$ cat src/rtl/player_motion.sv
// Player vertical motion: tracks the sampled wave surface once per video frame,
// rate-limited while surfing and ballistic while airborne.
module player_motion #(
    parameter int V_MIN      = 16,
    parameter int V_MAX      = 740,
    parameter int START_VPOS = 384,
    parameter int MAX_STEP   = 4,
    parameter int GRAV       = 1,
    parameter int VEL_MAX    = 12
) (
    input  logic       clock,
    input  logic       reset_n,
    input  logic       enable,
    input  logic       frame_tick,
    input  logic [9:0] wave_height,
    input  logic       wave_ready,
    output logic [9:0] p_vpos,
    output logic [1:0] char_frame,
    output logic       airborne,
    output logic       landed,
    output logic [7:0] air_frames
);

    typedef enum logic [1:0] {
        S_IDLE = 2'd0,
        S_SURF = 2'd1,
        S_AIR  = 2'd2
    } state_t;

    localparam logic [9:0]         VMIN_L  = 10'(V_MIN);
    localparam logic [9:0]         VMAX_L  = 10'(V_MAX);
    localparam logic [9:0]         START_L = 10'(START_VPOS);
    localparam logic [9:0]         STEP_L  = 10'(MAX_STEP);
    localparam logic signed [10:0] STEP_S  = 11'(MAX_STEP);
    localparam logic [7:0]         STEP8   = 8'(MAX_STEP);
    localparam logic [7:0]         GRAV_L  = 8'(GRAV);
    localparam logic [7:0]         VMAXV_L = 8'(VEL_MAX);

    state_t     r_state, w_state_n;
    logic [9:0] r_p_vpos, w_p_vpos_n;
    logic [1:0] r_char_frame, w_char_frame_n;
    logic       r_landed, w_landed_n;
    logic [7:0] r_air_frames, w_air_frames_n;
    logic [9:0] r_target, w_target_n;
    logic       r_target_valid, w_target_valid_n;
    logic [7:0] r_vel, w_vel_n;
    logic [7:0] r_air_cnt, w_air_cnt_n;

    logic signed [10:0] w_diff;
    logic [9:0]         w_clamped;
    logic [7:0]         w_vel_inc;
    logic [7:0]         w_vel_nx;
    logic [10:0]        w_sum;
    logic [7:0]         w_cnt_inc;

    assign w_clamped = (wave_height < VMIN_L) ? VMIN_L :
                       (wave_height > VMAX_L) ? VMAX_L : wave_height;
    assign w_diff    = $signed({1'b0, r_target}) - $signed({1'b0, r_p_vpos});
    assign w_vel_inc = r_vel + GRAV_L;
    assign w_vel_nx  = (w_vel_inc > VMAXV_L) ? VMAXV_L : w_vel_inc;
    assign w_sum     = {1'b0, r_p_vpos} + {3'b000, w_vel_nx};
    assign w_cnt_inc = (r_air_cnt == 8'hFF) ? 8'hFF : r_air_cnt + 8'd1;

    // NOTE: every next-state variable gets a default first, so no path leaves
    // one unassigned and no latch is inferred.
    always_comb begin
        w_state_n        = r_state;
        w_p_vpos_n       = r_p_vpos;
        w_char_frame_n   = r_char_frame;
        w_landed_n       = 1'b0;
        w_air_frames_n   = r_air_frames;
        w_vel_n          = r_vel;
        w_air_cnt_n      = r_air_cnt;
        w_target_n       = wave_ready ? w_clamped : r_target;
        w_target_valid_n = wave_ready | r_target_valid;

        if (!enable) begin
            w_state_n        = S_IDLE;
            w_p_vpos_n       = START_L;
            w_char_frame_n   = 2'd0;
            w_vel_n          = 8'd0;
            w_air_cnt_n      = 8'd0;
            w_target_valid_n = 1'b0;
        end else if (frame_tick) begin
            // The frame update always sees the target latched before this cycle.
            unique case (r_state)
                S_IDLE: begin
                    if (r_target_valid) begin
                        w_state_n      = S_SURF;
                        w_p_vpos_n     = START_L;
                        w_char_frame_n = 2'd0;
                    end
                end
                S_SURF: begin
                    if (w_diff > STEP_S) begin
                        w_p_vpos_n     = r_p_vpos + STEP_L;
                        w_vel_n        = STEP8;
                        w_air_cnt_n    = 8'd1;
                        w_state_n      = S_AIR;
                        w_char_frame_n = 2'd2;
                    end else if (w_diff > 11'sd0) begin
                        w_p_vpos_n     = r_target;
                        w_char_frame_n = 2'd2;
                    end else if (w_diff == 11'sd0) begin
                        w_char_frame_n = 2'd0;
                    end else begin
                        w_p_vpos_n     = (w_diff < -STEP_S) ? r_p_vpos - STEP_L : r_target;
                        w_char_frame_n = 2'd1;
                    end
                end
                S_AIR: begin
                    if (w_sum >= {1'b0, r_target}) begin
                        w_p_vpos_n     = r_target;
                        w_state_n      = S_SURF;
                        w_landed_n     = 1'b1;
                        w_air_frames_n = w_cnt_inc;
                        w_char_frame_n = 2'd0;
                        w_vel_n        = 8'd0;
                        w_air_cnt_n    = 8'd0;
                    end else begin
                        w_p_vpos_n     = w_sum[9:0];
                        w_vel_n        = w_vel_nx;
                        w_air_cnt_n    = w_cnt_inc;
                        w_char_frame_n = 2'd2;
                    end
                end
                default: w_state_n = S_IDLE;
            endcase
        end
    end

    // NOTE: state registers use non-blocking assignments so every register
    // samples the values from before this edge.
    always_ff @(posedge clock or negedge reset_n) begin
        if (!reset_n) begin
            r_state        <= S_IDLE;
            r_p_vpos       <= START_L;
            r_char_frame   <= 2'd0;
            r_landed       <= 1'b0;
            r_air_frames   <= 8'd0;
            r_target       <= START_L;
            r_target_valid <= 1'b0;
            r_vel          <= 8'd0;
            r_air_cnt      <= 8'd0;
        end else begin
            r_state        <= w_state_n;
            r_p_vpos       <= w_p_vpos_n;
            r_char_frame   <= w_char_frame_n;
            r_landed       <= w_landed_n;
            r_air_frames   <= w_air_frames_n;
            r_target       <= w_target_n;
            r_target_valid <= w_target_valid_n;
            r_vel          <= w_vel_n;
            r_air_cnt      <= w_air_cnt_n;
        end
    end

    assign p_vpos     = r_p_vpos;
    assign char_frame = r_char_frame;
    assign airborne   = (r_state == S_AIR);
    assign landed     = r_landed;
    assign air_frames = r_air_frames;

endmodule
$ cat config.mk
export PLATFORM = sky130hd
export DESIGN_NAME = player_motion
export DESIGN_NICKNAME = d
export VERILOG_FILES = /design/src/rtl/player_motion.sv
export SDC_FILE = /design/constraint.sdc
export NUM_CORES = 1
export LEC_CHECK = 0
export CORE_MARGIN = 4
export CORE_UTILIZATION = 30
export CTS_CLUSTER_DIAMETER = 50
export DETAILED_ROUTE_END_ITERATION = 6
export MAX_ROUTING_LAYER = met4
export REMOVE_ABC_BUFFERS = 1
export SYNTH_ARGS = -nofsm -noshare
export SYNTH_HDL_FRONTEND = slang
export SYNTH_SLANG_ARGS = --single-unit
$ cat constraint.sdc
create_clock -name clock -period 4.3 [get_ports clock]
set_clock_uncertainty 0.05 [all_clocks]
set_input_delay 0.43 -clock clock [delete_from_list [all_inputs] [get_ports clock]]
set_output_delay 0.43 -clock clock [all_outputs]
set_load 0.05 [all_outputs]
======== After elaboration in Yosys (flattened, before gate mapping) ========
Cells that the tools add are included.
operators by class
  divide/modulo/power cells ............... 0
  shift operators ......................... 0
  multiplexer cells ....................... 42
  $mul .................................... 0
  add/subtract/negate cells ............... 6
  reductions and logical operators ........ 7
  equality and inequality tests ........... 10
  order comparisons ....................... 7
  bitwise logic cells ..................... 1
operators by type and width
  operator                                                         number
  2-to-1 mux 10 bit                                                10
  2-to-1 mux 8 bit                                                 10
  one-hot mux 8 bit (2 select lines)                               2
  one-hot mux 10 bit (3 select lines)                              1
  2-to-1 mux 2 bit                                                 11
  adder 8 x 1 -> 8 bit (second input constant)                     2
  one-hot mux 2 bit (3 select lines)                               2
  AND reduction 4 bit                                              3
  adder 10 x 8 -> 11 bit                                           1
  >= comparator 11 x 10 -> 1 bit                                   1
  greater-than comparator 11 x 1 -> 1 bit (second input constant)  1
  greater-than comparator 11 x 4 -> 1 bit (second input constant)  1
  zero test 11 bit                                                 1
  less-than comparator 11 x 3 -> 1 bit (second input constant)     1
  subtractor 10 x 10 -> 11 bit                                     1
  adder 10 x 3 -> 10 bit (second input constant)                   1
  greater-than comparator 10 bit (second input constant)           1
  less-than comparator 10 x 5 -> 1 bit (second input constant)     1
  subtractor 10 x 3 -> 10 bit (second input constant)              1
  == test 8 bit (second input constant)                            1
  greater-than comparator 8 x 4 -> 1 bit (second input constant)   1
  2-to-1 mux 1 bit                                                 6
  != test 3 bit (second input constant)                            2
  AND reduction 3 bit                                              2
  other kinds (9)                                                  9
word-level totals
  memories ................................ 0
  input bits .............................. 15
  latch bits .............................. 0
  bits in writable memories ............... 0
  register bits after elaboration ......... 50
  output and inout bits ................... 22
  bits in read-only memories .............. 0
  word-level logic and storage cells ...... 82

======== Logic depth before layout (Yosys ltp) ========
Gate-level depths: netlist (run 1).
  depth after elaboration ................. 9
  depth in mapped cells ................... 22
  gate-level depth less buffers ........... 20

======== Worst setup path before layout (run 1) ========
OpenSTA, ideal clock, no wires.
  kind .................................... reg2reg
  start ................................... register r_vel[2]
  end ..................................... register r_vel[0]
  buffers on the path ..................... 1
  arrival time ............................ 4.447 ns
  setup time .............................. 0.064 ns
  path slack .............................. -0.262 ns
  required time ........................... 4.186 ns
  cell stages (with the launch flop) ...... 22
  period minus slack after synthesis ...... 4.562 ns
  cells stage by stage .................... dfrtp_1 nand3_1 xor2_1 o21bai_1 a221oi_1 nor2b_1 ha_1 fa_1 nand3_1 and2_0 o31ai_1 a31oi_1 ha_1 a21o_1 a21oi_1 o211ai_1 o21bai_1 buf_2 nor2_1 nand2_1 nor3b_1 mux2_2
between the ends
  word-level cells in the longest chain between the ends .. 9
RTL lines
  element                                 line  source
  from (decl)                             46    logic [7:0] r_vel, w_vel_n;
  from (signal assigned)                  153   r_vel <= w_vel_n;
  adder 8 x 1 -> 8 bit (*)                59    assign w_vel_inc = r_vel + GRAV_L;
  greater-than comparator 8 x 4 -> 1 bit  60    assign w_vel_nx = (w_vel_inc > VMAXV_L) ? VMAXV_L : w_vel_inc;
  2-to-1 mux 8 bit (*)                    60
  adder 10 x 8 -> 11 bit                  61    assign w_sum = {1'b0, r_p_vpos} + {3'b000, w_vel_nx};
  >= comparator 11 x 10 -> 1 bit          112   if (w_sum >= {1'b0, r_target}) begin
  2-to-1 mux 8 bit (*)                    112
  one-hot mux 8 bit (2 select lines) (*)  86    unique case (r_state)
  2-to-1 mux 8 bit (*)                    84    end else if (frame_tick) begin
  2-to-1 mux 8 bit (*)                    77    if (!enable) begin
Every way passes the cells marked *; elsewhere a longest branch is shown, timed or not. The select of a mux whose other input is x is not followed.
A chain may end at the register's enable or synchronous reset.

======== Final worst setup path (run 1) ========
  start ................................... register r_vel[1]
  end ..................................... register r_p_vpos[5] (netlist: p_vpos[5])
between the ends
  word-level cells in the longest chain between the ends .. 9
RTL lines
  element                                  line  source
  adder 8 x 1 -> 8 bit (*)                 59
  greater-than comparator 8 x 4 -> 1 bit   60
  2-to-1 mux 8 bit (*)                     60
  adder 10 x 8 -> 11 bit (*)               61
  >= comparator 11 x 10 -> 1 bit           112
  2-to-1 mux 10 bit (*)                    112
  one-hot mux 10 bit (3 select lines) (*)  86
  2-to-1 mux 10 bit (*)                    84
  2-to-1 mux 10 bit (*)                    77
  to (signal assigned)                     147   r_p_vpos <= w_p_vpos_n;
  to (decl)                                40    logic [9:0] r_p_vpos, w_p_vpos_n;
Marks and branches as above.

==> impl_metrics.toml, run 1 <==
[outcome]
status = "complete, but fails checks"
violations = "negative setup slack"

[global_route]
gr-usage-all-layers_pct = 15.8
antenna_found_initial = 0
grt-ovfl-total = 0
grt_max_degree = 51
first_global_vias = 4043
grt_pass1_wl_um = 20700

[power]
p_per_area_nw_per_um2 = 298
p_total_mw = 1.66
leakagePower_nw = 2.39
ir_drop_v = 0.000155

[cts]
path_clk_slew_ns = 0.07
holdBufCountCts = 0
cts.htree.levels = 2
cts_sinks = 50
cts_tree = "done"
numCtsBuffers = 5
clk_latency_ns = 0.29
cts-root-buf = "clkbuf_16"
ctsLongestPathBuffers = 2

[setup_path]
critPathKind = "flop to flop"
r2r-end = "p_vpos[5]$_DFFE_PN0P_"
startpoint_type = "flop"
worst-path-max-fanout = 7
rrSetupSlack_ns = -0.05
r2r-start = "r_vel[1]$_DFFE_PN0P_"
crit_arrival_ns = 4.45
worstPathCellList = "nand3_2, xor2_2, o21bai_1, a221oi_2, buf_4, buf_6, nand2_4, ha_4, nand2_2, o211ai_1, nand2_1, xnor2_2, ha_4, a211oi_2, nand2_1, a41oi_2, o21bai_4, buf_4, clkbuf_16, o21ai_1, a2bb2oi_1, o31ai_1"
worstPathRequired_ns = 4.41
critPathSlowestCell = "dfrtp_1"
cp.buffers_inverters = 4
endpoint_kind = "flop"
reg2reg_depth = 22
cpLargestDelayFamily = "compound AO/OA/AOI/OAI gates"
max_stage_delay_ns = 0.41

[synth]
syn_area_per_cell_um2 = 8.72
yosys.area_share.adder_pct = 10.7
muxShareOfSynthArea_pct = 3.35
synth_edf_count = 0
synthCells = 501
synth_xor_area_share_pct = 5.61
synth_cell_types = 76
synth_compound_area_share_pct = 27.4
synth_seq_area_share_pct = 28.8
synthArstFlopShare_pct = 100
syn-cell-area_um2 = 4370
yosys.area_share.simple_pct = 18.6
synth_flop_cell = "dfrtp_1"
ys_seq_elements = 50
yosysWarnings = 0
synth_top_family_by_area = "compound AO/OA/AOI/OAI gates"

[sta]
setup-violations-final = 6
setup_slack_ns = -0.0466
period_minus_slack_ns = 4.35
maxSlewViolCount = 0
final.period_utilization_pct = 101
worst_pin_slew_ns = 0.741
maxSlewHeadroom_pct = 50.5
hold_violations = 0
rsz0062_at_grt = "true"
fmax_ghz = 0.230

[final_layout]
final_common_cell = "dfrtp_1"
drive_gt1_share_pct = 20.4
utilization_pct = 39.5
final_cell_area_um2 = 5570
finalNetCount = 611
area_delta_synth_final_pct = 27.4
stdcell_count = 740
num_antenna_cells = 0
layout_common_cells = "dfrtp_1 (46), nand2_1 (39), inv_1 (35), clkdlybuf4s50_1 (35), buf_4 (32)"

[floorplanning]
die_height_um = 129
start_util_pct = 31.0
die_x_um = 129
coreArea_um2 = 14100
die-area_um2 = 16600
row_count = 43
io_pins = 37

[placed_design]
routabilityCongestion = 0.957
dp_cells = 717
placed_area_um2 = 5010
hpwl_um = 9590
port_buffers = 36

[hold_path]
hp-class = "input port to async pin"

[routing]
wirelength_um = 13000
post-route-drc-count = 0
routed_via_density = 5.46
ant_nets = 0
wire_per_inst_um = 17.6
first_pass_iters = 5
drt_iter0_drc = 204
vias = 4044

[flow_run]
maxCapViolCount = 0
## metal layers
metal	global-route usage [%]	routed length [um]	vias to the layer above
met5	-	0	-
li1	-	-	1942
met1	21.5	6110	1959
met4	5.68	357	0
met2	24.0	5970	116
met3	2.24	553	27
## flip-flops by register name, summed over array words and instances (netlist names)
| signal | flops |
|---|---|
| p_vpos | 10 |
| r_air_cnt | 8 |
| air_frames | 8 |
| r_vel | 8 |
| r_target | 10 |
| r_target_valid | 1 |
| r_state | 2 |
| char_frame | 2 |
| landed | 1 |
## timing repair
action	in CTS	in global routing
cloned	0	1
pin swaps	8	23
endpoints found under the setup margin	28	34
setup buffers	4	11
gates resized for setup	17	44
## area by class of cell
cell class	instances	area, um2
clock inverter	2	13.8
sequential	50	1260
tap	180	225
multi-input combinational	394	3130
fill	1435	8530
clock buffer	5	125
inverter	35	131
timing repair buffer	74	681
## how the worst max path moves through the flow
stage	from	endpoint	slack, ns	cells past startpoint
2_1_floorplan	r_vel[2]$_DFFE_PN0P_	air_frames[6]$_DFFE_PN0P_	-0.61	16
3_3_place_gp	r_vel[0]$_DFFE_PN0P_	p_vpos[4]$_DFFE_PN0P_	-0.13	21
3_5_place_dp	r_vel[0]$_DFFE_PN0P_	p_vpos[0]$_DFFE_PN0P_	-0.24	22
4_1_cts	r_vel[0]$_DFFE_PN0P_	p_vpos[0]$_DFFE_PN0P_	0.007	22
5_1_grt	r_vel[1]$_DFFE_PN0P_	p_vpos[7]$_DFFE_PN1P_	-0.30	22
6_report	r_vel[1]$_DFFE_PN0P_	p_vpos[5]$_DFFE_PN0P_	-0.05	22
## report_power, final
part	switching (mW)	internal [mW]
Combinational	0.417	0.300
Sequential	0.0414	0.509
Clock	0.180	0.214
Total	0.638	1.02
## cell families (layout without fill, tap and decap cells)
kind of cell,Yosys count,count (layout)
AOI/OAI and AO/OA,159,159
xor gates and xnor gates,28,28
adders and majority gates,36,36
buffers and inverters,58,116
DFF,50,50
muxes,14,14
other,1,2
and+or+nand+nor,155,155
## stage by stage
step | worst slack [ns] | TNS [ns] | hold WS (ns)
floorplan | -0.609 | -11.26 | 0.0844
global placement | -0.130 | -1.81 | 0.432
detailed placement | -0.239 | -3.07 | 0.445
CTS | 0.00699 | 0 | 0.224
global route | -0.303 | -6.38 | 0.274
finish | -0.0466 | -0.172 | 0.198
## Yosys cell counts, types with 8 or more instances
library cell / instances / area share, %
dfrtp_1: 46 / 26
nand2_1: 42 / 3.6
inv_1: 35 / 3.0
ha_1: 34 / 9.7
nor2_1: 32 / 2.8
a21oi_1: 31 / 3.6
o21ai_0: 28 / 3.2
xnor2_1: 22 / 4.4
nand3_1: 21 / 2.4
clkbuf_1: 13 / 1.1
a31oi_1: 12 / 1.7
and3_1: 11 / 1.6
mux2i_1: 9 / 2.1
nor3_1: 8 / 0.92
o21a_1: 8 / 1.4
## worst register-to-register path, cell delays in order (launching register included)
cell and delay [ns]:
dfrtp_1 0.41, nand3_2 0.12, xor2_2 0.17, o21bai_1 0.11, a221oi_2 0.29, buf_4 0.19, buf_6 0.11, nand2_4 0.04
ha_4 0.29, nand2_2 0.05, o211ai_1 0.30, nand2_1 0.16, xnor2_2 0.28, ha_4 0.26, a211oi_2 0.17, nand2_1 0.09
a41oi_2 0.22, o21bai_4 0.14, buf_4 0.16, clkbuf_16 0.15, o21ai_1 0.13, a2bb2oi_1 0.23, o31ai_1 0.11
Note: power is estimated with default switching activity, not from simulation.
==> run 2: changes to the inputs <==
--- a/config.mk
+++ b/config.mk
@@ -9,6 +9,7 @@
 export CORE_UTILIZATION = 30
 export CTS_CLUSTER_DIAMETER = 50
 export DETAILED_ROUTE_END_ITERATION = 6
+export GPL_TIMING_DRIVEN = 0
 export MAX_ROUTING_LAYER = met4
 export REMOVE_ABC_BUFFERS = 1
 export SYNTH_ARGS = -nofsm -noshare
==> impl_metrics.toml, run 2 (synthesis results as in run 1) <==
[cts]
path_clk_slew_ns = 0.08
numCtsBuffers = 5
cts.htree.levels = 2
clk_latency_ns = 0.30
cts_tree = "done"
holdBufCountCts = 0
ctsLongestPathBuffers = 2
cts-root-buf = "clkbuf_16"
cts_sinks = 50

[floorplanning]
coreArea_um2 = 14100
io_pins = 37
row_count = 43
die-area_um2 = 16600
die_x_um = 129
start_util_pct = 31.0
die_height_um = 129

[power]
pwr-share-comb_pct = 44.5
seqPwrFrac_pct = 31.5
p_total_mw = 1.76
switching_share_pct = 38.5
internal_power_mw = 1.09
leakagePower_nw = 2.47
clkPwrFrac_pct = 24.0
p_per_area_nw_per_um2 = 302
ir_drop_v = 0.000171
p_switching_mw = 0.679

[placed_design]
port_buffers = 36
placed_area_um2 = 4880
dp_cells = 697
pre_cts_slack_ns = -1.30
hpwl_um = 9150
routabilityCongestion = 0.930

[final_layout]
layout_common_cells = "dfrtp_1 (45), nand2_1 (38), inv_1 (35), clkdlybuf4s50_1 (35)"
finalNetCount = 611
utilization_pct = 41.4
drive_gt1_share_pct = 24.6
stdcell_count = 741
final_cell_area_um2 = 5830
area_delta_synth_final_pct = 33.5
final_common_cell = "dfrtp_1"
num_antenna_cells = 0

[sta]
final.period_utilization_pct = 103
period_minus_slack_ns = 4.44
fmax_ghz = 0.225
worst_pin_slew_ns = 1.14
hold_violations = 0
setup-violations-final = 20
maxSlewViolCount = 0
setup_slack_ns = -0.145
rsz0062_at_grt = "true"
maxSlewHeadroom_pct = 23.3

[setup_path]
r2r-end = "p_vpos[5]$_DFFE_PN0P_"
worstPathRequired_ns = 4.42
rrSetupSlack_ns = -0.14
startpoint = "r_vel[0]$_DFFE_PN0P_"
worst-path-max-fanout = 4
r2r-start = "r_vel[0]$_DFFE_PN0P_"
endpoint_kind = "flop"
reg2reg_depth = 21
critPathKind = "flop to flop"
startpoint_type = "flop"
crit_arrival_ns = 4.56

[global_route]
grt_max_degree = 28
grt-ovfl-total = 0
gr-usage-all-layers_pct = 16.2
first_global_vias = 4089
antenna_found_initial = 0
grt_pass1_wl_um = 21300

[outcome]
status = "complete, but fails checks"
violations = "design-rule violations, negative setup slack"

[flow_run]
maxCapViolCount = 0

[routing]
drt_iter0_drc = 316
routed_via_density = 5.63
wire_per_inst_um = 17.8
post-route-drc-count = 2
ant_nets = 0
first_pass_iters = 7
vias = 4173
wirelength_um = 13200

[hold_path]
hp-class = "input port to async pin"
## run 2: changes by cell type in the layout (fill, tap and decap cells not counted), sizes merged
cell / previous run / this run
buf: 38 / 36
bufbuf: 0 / 2
clkinv: 1 / 0
clkinvlp: 0 / 1
nand2: 42 / 43
## run 2: what timing repair did
item                                    CTS  global route
setup buffers                            19            14
pin swaps                                23            32
hold endpoints to repair                  0             0
gates resized for setup                  41            63
gates cloned                              2             1
endpoints found under the setup margin   34            33
## run 2: worst max-delay path by stage
stage,cells past startpoint,end
after floorplan,16,air_frames[6]$_DFFE_PN0P_
after global placement,20,r_vel[0]$_DFFE_PN0P_
after detailed placement,21,r_vel[0]$_DFFE_PN0P_
after CTS,21,p_vpos[9]$_DFFE_PN0P_
after global routing,22,p_vpos[9]$_DFFE_PN0P_
final,21,p_vpos[5]$_DFFE_PN0P_
## run 2: cell type report
cell class	count	area, um2
repair buffers	73	734
inverters	35	131
clock buffers	6	139
well taps	180	225
fillers	1388	8260
clock inverters	2	16.3
multi-input cells	395	3330
flip-flops and latches	50	1260
## run 2: power groups by stage
stage          Combinational, mW  Clock (mW)  Sequential (mW)
6_report                   0.785       0.423            0.555
5_1_grt                    0.840       0.450            0.560
4_1_cts                    0.708       0.434            0.550
3_5_place_dp               0.601           0            0.558
3_3_place_gp               0.581           0            0.556
2_1_floorplan              0.351           0            0.621
## run 2: critical path: stages (launching register included)
cell	delay, ns
dfrtp_1	0.42
nand3_4	0.12
xor2_2	0.19
o21bai_1	0.11
a221oi_2	0.39
nor2b_1	0.19
ha_2	0.21
fa_2	0.24
nand3_4	0.10
and2_4	0.18
o31ai_4	0.20
a31oi_2	0.08
ha_1	0.33
a21o_1	0.18
a21oi_2	0.14
o211ai_1	0.10
o21bai_4	0.21
bufbuf_16	0.28
buf_4	0.15
o21ai_1	0.13
a2bb2oi_1	0.21
o31ai_1	0.10
## run 2: layer usage
layer	routed length (um)	part of all wire [%]	up-vias	GRT usage, %
met4	214	1.6	0	4.01
li1	-	-	1962	-
met1	6150	46	2043	22.9
met2	6100	46	146	25.1
met3	762	5.8	22	1.62
met5	0	0	-	-
## run 2: stage by stage
step	hold slack, ns	setup TNS, ns
2_1_floorplan	0.0844	-11.26
3_3_place_gp	0.433	-60.37
3_5_place_dp	0.421	-30.82
4_1_cts	0.102	-0.00841
5_1_grt	0.121	-8.03
6_report	0.0848	-1.42
